<file path="config.mk">
export PLATFORM = sky130hd
export DESIGN_NAME = delay_mod_ctrl
export DESIGN_NICKNAME = d
export VERILOG_FILES = /design/src/rtl/delay_mod_ctrl.sv
export SDC_FILE = /design/constraint.sdc
export NUM_CORES = 1
export LEC_CHECK = 0
export ABC_AREA = 1
export BUFFER_PORTS_ARGS = -buffer_cell sky130_fd_sc_hd__buf_2
export CAP_MARGIN = 10
export CORE_ASPECT_RATIO = 1.75
export CORE_MARGIN = 2
export CORE_UTILIZATION = 31
export CTS_BUF_LIST = sky130_fd_sc_hd__clkbuf_16
export CTS_CLUSTER_SIZE = 24
export DETAILED_ROUTE_END_ITERATION = 8
export HOLD_SLACK_MARGIN = 0.15
export PLACE_DENSITY_LB_ADDON = 0.08
export SLEW_MARGIN = 20
export SYNTH_ARGS = -nofsm -noshare
export SYNTH_HDL_FRONTEND = slang
export SYNTH_SLANG_ARGS = --single-unit
</file>
<file path="constraint.sdc">
create_clock -name clk -period 5.1 [get_ports clk]
set_input_delay 1.02 -clock clk [delete_from_list [all_inputs] [get_ports clk]]
set_output_delay 1.02 -clock clk [all_outputs]
set_load 0.005 [all_outputs]
</file>
<file path="src/rtl/delay_mod_ctrl.sv">
// delay_mod_ctrl: glides base_delay toward the configured target and
// generates a triangle-LFO offset (mod_val) for the delay core.
//
// Ports:
//   clk, rst_n        clock, synchronous active-low reset
//   sample_en         one-cycle audio sample strobe
//   cfg_valid/ready   configuration handshake (ready only while idle)
//   cfg_delay         target base delay (0 clamps to 1)
//   cfg_depth         LFO depth in samples
//   cfg_rate          LFO phase increment per sample
//   base_delay        delay to core
//   mod_val           signed modulation offset to core
//   core_en           sample_en registered, aligned with fresh outputs
//   busy              glide in progress
//
// Optional: define DELAY_MOD_CTRL_PHASE_RST_EN so every accepted
// configuration restarts the LFO phase at 0.
module delay_mod_ctrl #(
  parameter int ADDR_W     = 12,
  parameter int RATE_W     = 16,
  parameter int STEP       = 1,
  parameter int INIT_DELAY = 1024
) (
  input  logic              clk,
  input  logic              rst_n,
  input  logic              sample_en,
  input  logic              cfg_valid,
  output logic              cfg_ready,
  input  logic [ADDR_W-1:0] cfg_delay,
  input  logic [ADDR_W-1:0] cfg_depth,
  input  logic [RATE_W-1:0] cfg_rate,
  output logic [ADDR_W-1:0] base_delay,
  output logic [15:0]       mod_val,
  output logic              core_en,
  output logic              busy
);

  localparam int P_W = 16 + ADDR_W + 1;

  typedef enum logic {
    IDLE,
    GLIDE
  } state_t;

  state_t state_q, state_d;

  logic [ADDR_W-1:0] base_q, base_d;
  logic [ADDR_W-1:0] target_q, target_d;
  logic [ADDR_W-1:0] depth_q, depth_d;
  logic [RATE_W-1:0] rate_q, rate_d;
  logic [RATE_W-1:0] phase_q, phase_d;
  logic [15:0]       mod_q, mod_d;
  logic              en_q;

  logic              accept;
  logic [ADDR_W-1:0] cfg_tgt;
  logic [14:0]       tri_w;
  logic signed [15:0]    bip;
  logic signed [ADDR_W:0] depth_s;
  logic signed [P_W-1:0] prod;
  logic signed [P_W-1:0] prod_sh;
  logic              up;
  logic [ADDR_W-1:0] diff;
  logic              near;

  assign accept  = cfg_valid && (state_q == IDLE);
  assign cfg_tgt = (cfg_delay == '0) ? ADDR_W'(1) : cfg_delay;

  // Triangle from phase, centred around zero, scaled by depth / 2^14.
  assign tri_w   = phase_q[15] ? ~phase_q[14:0] : phase_q[14:0];
  assign bip     = $signed({1'b0, tri_w}) - 16'sd16384;
  assign depth_s = $signed({1'b0, depth_q});
  assign prod    = P_W'(bip) * P_W'(depth_s);
  assign prod_sh = prod >>> 14;

  // Glide distance; operands ordered so the subtraction never wraps.
  assign up   = target_q > base_q;
  assign diff = up ? (target_q - base_q) : (base_q - target_q);
  assign near = diff <= ADDR_W'(STEP);

  always_comb begin
    state_d  = state_q;
    base_d   = base_q;
    target_d = target_q;
    depth_d  = depth_q;
    rate_d   = rate_q;
    phase_d  = phase_q;
    mod_d    = mod_q;

    if (sample_en) begin
      mod_d   = prod_sh[15:0];
      phase_d = phase_q + rate_q;
      if (state_q == GLIDE) begin
        if (near) begin
          base_d  = target_q;
          state_d = IDLE;
        end else if (up) begin
          base_d = base_q + ADDR_W'(STEP);
        end else begin
          base_d = base_q - ADDR_W'(STEP);
        end
      end
    end

    // Accept only happens in IDLE, so it never races a glide step.
    if (accept) begin
      depth_d  = cfg_depth;
      rate_d   = cfg_rate;
      target_d = cfg_tgt;
      state_d  = (cfg_tgt != base_q) ? GLIDE : IDLE;
`ifdef DELAY_MOD_CTRL_PHASE_RST_EN
      phase_d  = '0;
`else
      phase_d  = phase_d;
`endif
    end
  end

  always_ff @(posedge clk) begin
    if (!rst_n) begin
      state_q  <= IDLE;
      base_q   <= ADDR_W'(INIT_DELAY);
      target_q <= ADDR_W'(INIT_DELAY);
      depth_q  <= '0;
      rate_q   <= '0;
      phase_q  <= '0;
      mod_q    <= '0;
      en_q     <= 1'b0;
    end else begin
      state_q  <= state_d;
      base_q   <= base_d;
      target_q <= target_d;
      depth_q  <= depth_d;
      rate_q   <= rate_d;
      phase_q  <= phase_d;
      mod_q    <= mod_d;
      en_q     <= sample_en;
    end
  end

  assign cfg_ready  = (state_q == IDLE);
  assign busy       = (state_q == GLIDE);
  assign base_delay = base_q;
  assign mod_val    = mod_q;
  assign core_en    = en_q;

endmodule

</file>
==> reports/qor.csv, run 1 <==
stage,metric,value,unit
synth,Async SR Flop Fraction,0,%
synth,Post-Syn Nets,2175,
sta,fin crit period,5230,ps
die,Die ar.,0.04386,mm2
place,Detailed Place HPWL,42.46,mm
synth,unique cell type count in the Yosys netlist,42,
synth,YS warnings,0,
sta,Final Setup Violations,10,
sta,TNS Setup,-904.0,ps
synth,synthesized area per cell,7.072,um2
synth,top post-synthesis cells by area,"fa_1 27%, dfxtp_1 13%, inv_1 12%",
global_routing,first-pass GRT wire length,75.70,mm
worst_setup_path,CP max-delay cell,fa_2,
die,Die Ht,275.6,um
finish,Layout Area Growth over Synthesis,28.28,%
worst_setup_path,kind of critical path,reg2reg,
cts,CTS clock-pin slew for the worst setup and hold paths,90,ps
worst_setup_path,Critical path buffers and inverters,10,
sta,Final period util,102.6,%
drt,DRC Markers,0,
run_status,outcome,finished with violations,
synth,"Top FF cell, synth",dfxtp_1,
synth,sequential-to-total area share from yosys stat,13.03,%
cts,later-pin clock latency in the skew report,390,ps
synth,Cells after Synth,1847,
sta,max-slew violation count,0,
hold_path,Hold Crit Class,reg2reg,
cts,Sink Count,85,
sta,Fmax achieved,191.2,MHz
die,core area,0.04162,mm2
global_routing,largest net degree at the start of global routing,57,
synth,share of the synthesized area in the top cell type,26.67,%
place,IO Port Bufs,74,
synth,commonest cells in the netlist,"407 x inv_1, 365 x nand2_1, 202 x nor2_1, 174 x fa_1, 116 x a21oi_1",
synth,most frequent cell after synthesis,inv_1,
worst_setup_path,"CP delay by family, top",adder cells,
pwr,Power Dens Cells,546.0,mW/mm2
global_routing,number of global-route vias before repair,13540,
global_routing,Total GRT Usage,22.94,%
global_routing,total gr overflow,0,
global_routing,initial antenna violation count,1,
sta,Final Hold Fails,0,
cts,H-tree depth,3,
job,number of max-cap violations,0,
drt,Routed WL,49.12,mm
die,# rows,99,
drt,Via Count,12510,
cts,TritonCTS Buffers,9,
worst_setup_path,Critical Path Max Stage Delay,630,ps
drt,initial detailed-routing violation count,508,
synth,Post-synth EDFFs,0,
finish,n_diodes,0,
worst_setup_path,Worst Setup End Kind,flip-flop,
synth,cell taking the most area after synthesis,fa_1,
drt,DR WL/cell,18.43,um
worst_setup_path,Worst EP arrival,5520,ps
pwr,Worst VDD drop,564.8,uV
drt,Pre-Repair DR Iteration Count,5,
sta,slew margin rel.,39.27,%
cts,Root Buffer Master,clkbuf_16,
sta,RSZ-0062 raised after global routing,true,
place,routability cong.,0.8876,
worst_setup_path,required time worst endpoint,5390,ps
sta,Worst-Margin Slew,911.0,ps
synth,Synth Register Bits,85,
worst_setup_path,startpoint types,flip-flop,
sta,clk_skew,23.02,ps
finish,layout cells sized above 1,23.98,%
cts,Clock Path Buffers,2,
sta,final worst setup slack,-130.5,ps
run_status,failing checks,setup timing,
worst_setup_path,"critical path fanouts, max",7,
drt,routed vias/inst,4.695,
die,Die X,159.2,um
cts,hold buffers post-CTS,0,
drt,Post-DRT Antenna Nets,0,
die,Top-Level Pins,75,
synth,Post-Syn Area,0.01306,mm2
pwr,Leak,8.687,nW
sta,hold_ws,475.9,ps
finish,Layout Nets,2433,
cts,CTS tree,done,
worst_setup_path,CP most frequent cell,inv_1,
die,initial core utilization,31.39,%
==> state kept, by name, summed over array words and instances (netlist names) <==
| signal | flops |
|---|---|
| target_q | 12 |
| busy | 1 |
| depth_q | 12 |
| core_en | 1 |
| phase_q | 16 |
| mod_val | 15 |
| rate_q | 16 |
| base_delay | 12 |
==> stage by stage <==
stage               total power [mW]  utilization [%]  setup WS (ps)  instances  area, um2
finish                         9.149            40.26         -130.5       2665      16760
global route                   10.03            40.26         -356.9       2665      16760
CTS                            9.039            39.98         -129.5       2664      16640
detailed placement             7.436            37.83         -588.9       2640      15750
global placement               7.390            37.83         -534.0       2640      15750
floorplan                      4.659                -         -14.92       1847      13220
==> power breakdown <==
group / internal [mW] / switching, mW / total (mW)
clock network: 0.344 / 0.368 / 0.712
registers: 0.764 / 0.0809 / 0.845
logic: 3.45 / 4.14 / 7.59
==> worst paths after layout <==
| kind | startpoint | to | slack, ps | depth (start not counted) |
|---|---|---|---|---|
| worst max register to register | phase_q[15] | mod_val[13] | -130 | 26 |
| worst min register to register | mod_val[6] | mod_val[6] | 480 | 2 |
| worst min-delay path | mod_val[6] | mod_val[6] | 480 | 2 |
| worst max-delay path | phase_q[15] | mod_val[13] | -130 | 26 |
==> worst register-to-register path, stage by stage (launching register included) <==
cell and delay (ps):
dfxtp_4 370, buf_6 140, nand2_4 90, nand2_8 100
inv_4 100, nand2_4 60, fa_1 550, inv_2 50
fa_2 630, inv_6 80, fa_1 480, inv_1 60
fa_1 520, inv_1 50, fa_1 520, inv_2 60
ha_4 310, nand2_4 60, nor3_4 180, inv_1 60
nor2_1 80, inv_1 80, o211a_1 250, nand3_1 90
nand3_1 90, nand2_1 80, inv_1 30
==> routing by layer <==
metal	routed length, um	up-vias	share of wire [%]	GRT usage (%)
met1	16200	6061	33	20.53
li1	-	6175	-	-
met3	664	93	1.4	1.653
met2	29720	182	61	50.27
met4	2530	0	5.2	10.89
met5	0	-	0	0
==> logic make-up (layout without fill, tap and decap cells) <==
group / Yosys count / in the layout / share of synthesized area (%)
AND/OR/NAND/NOR: 716 / 716 / 22.81
adder cells (fa/ha/maj): 284 / 284 / 37.20
flip-flops: 85 / 85 / 13.03
buffers and inverters: 468 / 731 / 13.71
XOR/XNOR: 38 / 38 / 2.548
AO/OA/AOI/OAI: 256 / 256 / 10.71
==> placed cells by master (no fill, tap or decap), types with 5 or more instances in the layout <==
cell / netlist / layout
inv_1: 407 / 383
nand2_1: 365 / 331
buf_4: 5 / 208
nor2_1: 202 / 178
fa_1: 174 / 162
a21oi_1: 116 / 101
ha_1: 110 / 92
nand3_1: 86 / 85
o21ai_0: 90 / 77
dfxtp_1: 85 / 76
buf_2: 6 / 74
nand2_2: 9 / 34
inv_2: 10 / 26
xor2_1: 25 / 25
ha_4: 0 / 18
nand4_1: 17 / 17
nor2_4: 0 / 14
o21ai_1: 4 / 14
nor2_2: 3 / 13
a21oi_2: 4 / 13
xnor2_1: 13 / 12
fa_2: 0 / 12
nand3_2: 10 / 11
nor3_1: 16 / 10
a31oi_1: 10 / 10
nand2_4: 1 / 9
clkbuf_16: 0 / 9
buf_6: 1 / 9
inv_4: 0 / 7
buf_12: 0 / 7
a21o_1: 6 / 6
a21oi_4: 0 / 6
dfxtp_2: 0 / 6
o21ai_2: 2 / 5
==> what timing repair did <==
action / 4_1_cts / 5_1_grt
gates cloned: 0 / 0
resized for setup: 159 / 28
setup buffers: 8 / 1
endpoints found under the setup margin: 15 / 15
pin swaps: 46 / 11
==> final cells by class <==
cell class	instances	area [um2]
Fill cell	4514	24860
Sequential cell	85	1720
Clock inverter	7	66.31
Tap cell	555	694.4
Multi-Input combinational cell	1294	10290
Timing Repair Buffer	298	2173
Clock buffer	9	225.2
Inverter	417	1588
Note: power is estimated with default switching activity, not from simulation.
==> inputs of run 2 (changes only) <==
--- a/config.mk
+++ b/config.mk
@@ -10,7 +10,7 @@
 export CAP_MARGIN = 10
 export CORE_ASPECT_RATIO = 1.75
 export CORE_MARGIN = 2
-export CORE_UTILIZATION = 31
+export CORE_UTILIZATION = 58
 export CTS_BUF_LIST = sky130_fd_sc_hd__clkbuf_16
 export CTS_CLUSTER_SIZE = 24
 export DETAILED_ROUTE_END_ITERATION = 8
==> run 2 against run 1 <==
Die area shrank 46%. Cell count down 12%. Maximum frequency is 0.33% lower. The run still ends with setup timing left. Core utilization is 32 points higher. Clock power rose by 9.6%. Total power down 1.8%. Worst setup slack worse by 17 ps.
==> reports/qor.csv, run 2 (synthesis gave the netlist of run 1 again) <==
stage,metric,value,unit,change
finish,Layout Area Growth over Synthesis,22.19,%,
cts,CTS tree,done,,
finish,Layout Nets,2384,,-2.0%
place,routability cong.,0.9783,,+10%
die,Die X,117.4,um,-26%
die,Die ar.,0.02379,mm2,-46%
sta,clk_skew,7.436,ps,-15.58 ps
global_routing,first-pass GRT wire length,68.21,mm,-9.9%
cts,Root Buffer Master,clkbuf_16,,
finish,design area,0.01596,mm2,-4.7%
finish,Fillers,1881,,-58%
worst_setup_path,reg-to-reg startpoint,phase_q[15],,
cts,CTS clock-pin slew for the worst setup and hold paths,80,ps,about the same
die,initial core utilization,59.18,%,+28 points
drt,Routed WL,43.48,mm,-11%
worst_setup_path,Worst Setup End Kind,flip-flop,,
finish,post-layout util,72.32,%,+32 points
sta,fin crit period,5248,ps,+17.10 ps
cts,Sink Count,85,,unchanged
sta,max-slew violation count,0,,unchanged
finish,most frequent cells in the layout,"382 x inv_1, 336 x nand2_1, 185 x nor2_1",,
sta,Final period util,102.9,%,+0.34 points
place,placed cell count,2330,,-12%
global_routing,initial antenna violation count,1,,unchanged
drt,Routed met3 length,1.817,mm,+170%
finish,"most common cell after layout, fill and taps aside",inv_1,,
worst_setup_path,"critical path fanouts, max",8,,+1
drt,Metal-1 WL,13.51,mm,-17%
worst_setup_path,kind of critical path,reg2reg,,
worst_setup_path,Worst Setup SP,phase_q[15],,
drt,Via Count,12980,,+3.8%
worst_setup_path,required time worst endpoint,5410,ps,+20 ps
worst_setup_path,startpoint types,flip-flop,,
sta,final worst setup slack,-147.6,ps,-17.10 ps
place,IO Port Bufs,74,,unchanged
worst_setup_path,R2R cell count,25,,-3.8%
sta,slew margin rel.,28.73,%,-11 points
drt,DRC Markers,0,,unchanged
sta,Fmax achieved,190.6,MHz,-0.33%
worst_setup_path,Worst EP arrival,5560,ps,+40 ps
sta,Final Hold Fails,0,,unchanged
global_routing,Total GRT Usage,37.46,%,+15 points
job,number of max-cap violations,0,,unchanged
pwr,Worst VDD drop,992.7,uV,+76%
place,Detailed Place HPWL,36.05,mm,-15%
cts,H-tree depth,3,,unchanged
die,# rows,72,,-27%
pwr,Leak,8.446,nW,-2.8%
drt,initial detailed-routing violation count,802,,+58%
drt,routed vias/inst,5.506,,+17%
run_status,failing checks,setup timing,,
drt,Post-DRT Antenna Nets,0,,unchanged
cts,Clock Path Buffers,2,,unchanged
global_routing,largest net degree at the start of global routing,57,,unchanged
finish,"Cell Count, Final, Fillers Out",2358,,-12%
cts,later-pin clock latency in the skew report,380,ps,about the same
die,core area,0.02207,mm2,-47%
sta,Final Setup Violations,10,,unchanged
hold_path,Hold Crit Class,reg2reg,,
place,placed inst area,0.01498,mm2,-4.9%
drt,Pre-Repair DR Iteration Count,7,,+2
worst_setup_path,Critical Path End,mod_val[11],,
global_routing,total gr overflow,0,,unchanged
cts,hold buffers post-CTS,0,,unchanged
sta,RSZ-0062 raised after global routing,true,,
die,Top-Level Pins,75,,unchanged
finish,layout cells sized above 1,21.40,%,-2.6 points
die,Die Ht,202.5,um,-27%
drt,top sig layer,met4,,
drt,DR WL met2,23.73,mm,-20%
run_status,outcome,finished with violations,,
global_routing,number of global-route vias before repair,13580,,+0.30%
pwr,Power Dens Cells,562.6,mW/mm2,+3.0%
worst_setup_path,Reg2Reg Setup Slack,-150,ps,-20 ps
cts,TritonCTS Buffers,9,,unchanged
sta,TNS Setup,-760.7,ps,+143.2 ps
worst_setup_path,worst r2r dst,mod_val[11],,
sta,Worst-Margin Slew,1063,ps,+151.5 ps
drt,DR WL/cell,18.44,um,about the same
## run 2: changes by cell type in the layout (fill, tap and decap cells not counted), moves of 4 or more
cell and change:
nor2_1 +7, inv_6 -4, a21oi_1 -4, buf_4 -41, dfxtp_1 +4, nand2_1 +5, nor2_2 -5, fa_1 +4
buf_12 -5, fa_2 -4
## run 2: power by group
part,internal (mW),switching (mW)
clock,0.439,0.342
combinational,3.28,4.06
sequential,0.764,0.0925
total,4.49,4.49
## run 2: layout make-up
class,instances,area [um2],share of cell area (%)
multi-input combinational,1294,10230,64.12
timing repair buffer,249,1732,10.85
sequential,85,1710,10.72
inverter,417,1580,9.900
tap,296,370.4,2.320
clock buffer,9,225.2,1.411
clock inverter,7,106.4,0.6663
antenna,1,2.502,0.01568
## run 2: worst max-delay path: stages (launching register included)
cell	delay [ps]
dfxtp_4	370
buf_6	130
nand2_4	80
nand2_8	100
nor2_4	130
inv_2	50
fa_1	550
inv_2	60
fa_2	570
inv_4	80
fa_1	480
inv_1	50
fa_1	520
inv_1	50
fa_1	470
inv_1	60
ha_4	260
buf_4	140
a21oi_4	150
o21ai_1	120
buf_4	150
nand2_1	50
o211ai_1	120
a21oi_2	180
nand3_1	100
a31oi_1	140
## run 2: how the worst min path moves through the flow
stage,cells after the start,to,slack [ps],startpoint
2_1_floorplan,2,target_q[11],450,target_q[11]
3_3_place_gp,2,busy,480,busy
3_5_place_dp,2,mod_val[6],480,mod_val[6]
4_1_cts,2,mod_val[6],500,mod_val[6]
5_1_grt,2,mod_val[6],530,mod_val[6]
6_report,2,mod_val[6],500,mod_val[6]
## run 2: through the flow
stage	hold WS (ps)	setup slack, ps	power [mW]
after global routing	526.2	-415.8	9.707
final	500.1	-147.6	8.981
after global placement	476.8	-479.4	7.032
after CTS	501.9	-85.27	8.508
after floorplan	448.2	-14.92	4.659
after detailed placement	484.9	-483.2	7.124
## run 2: layer usage
layer  vias up  global-route usage (%)
met5         -                       0
met4         0                   33.73
li1       6087                       -
met3       205                   4.045
met2       485                   72.01
met1      6207                   33.85
## run 2: repair_timing
item                                    in CTS  in global routing
pin swaps                                   29                 17
resized for setup                          110                 48
endpoints found under the setup margin      15                 15
buffers inserted                             7                  4
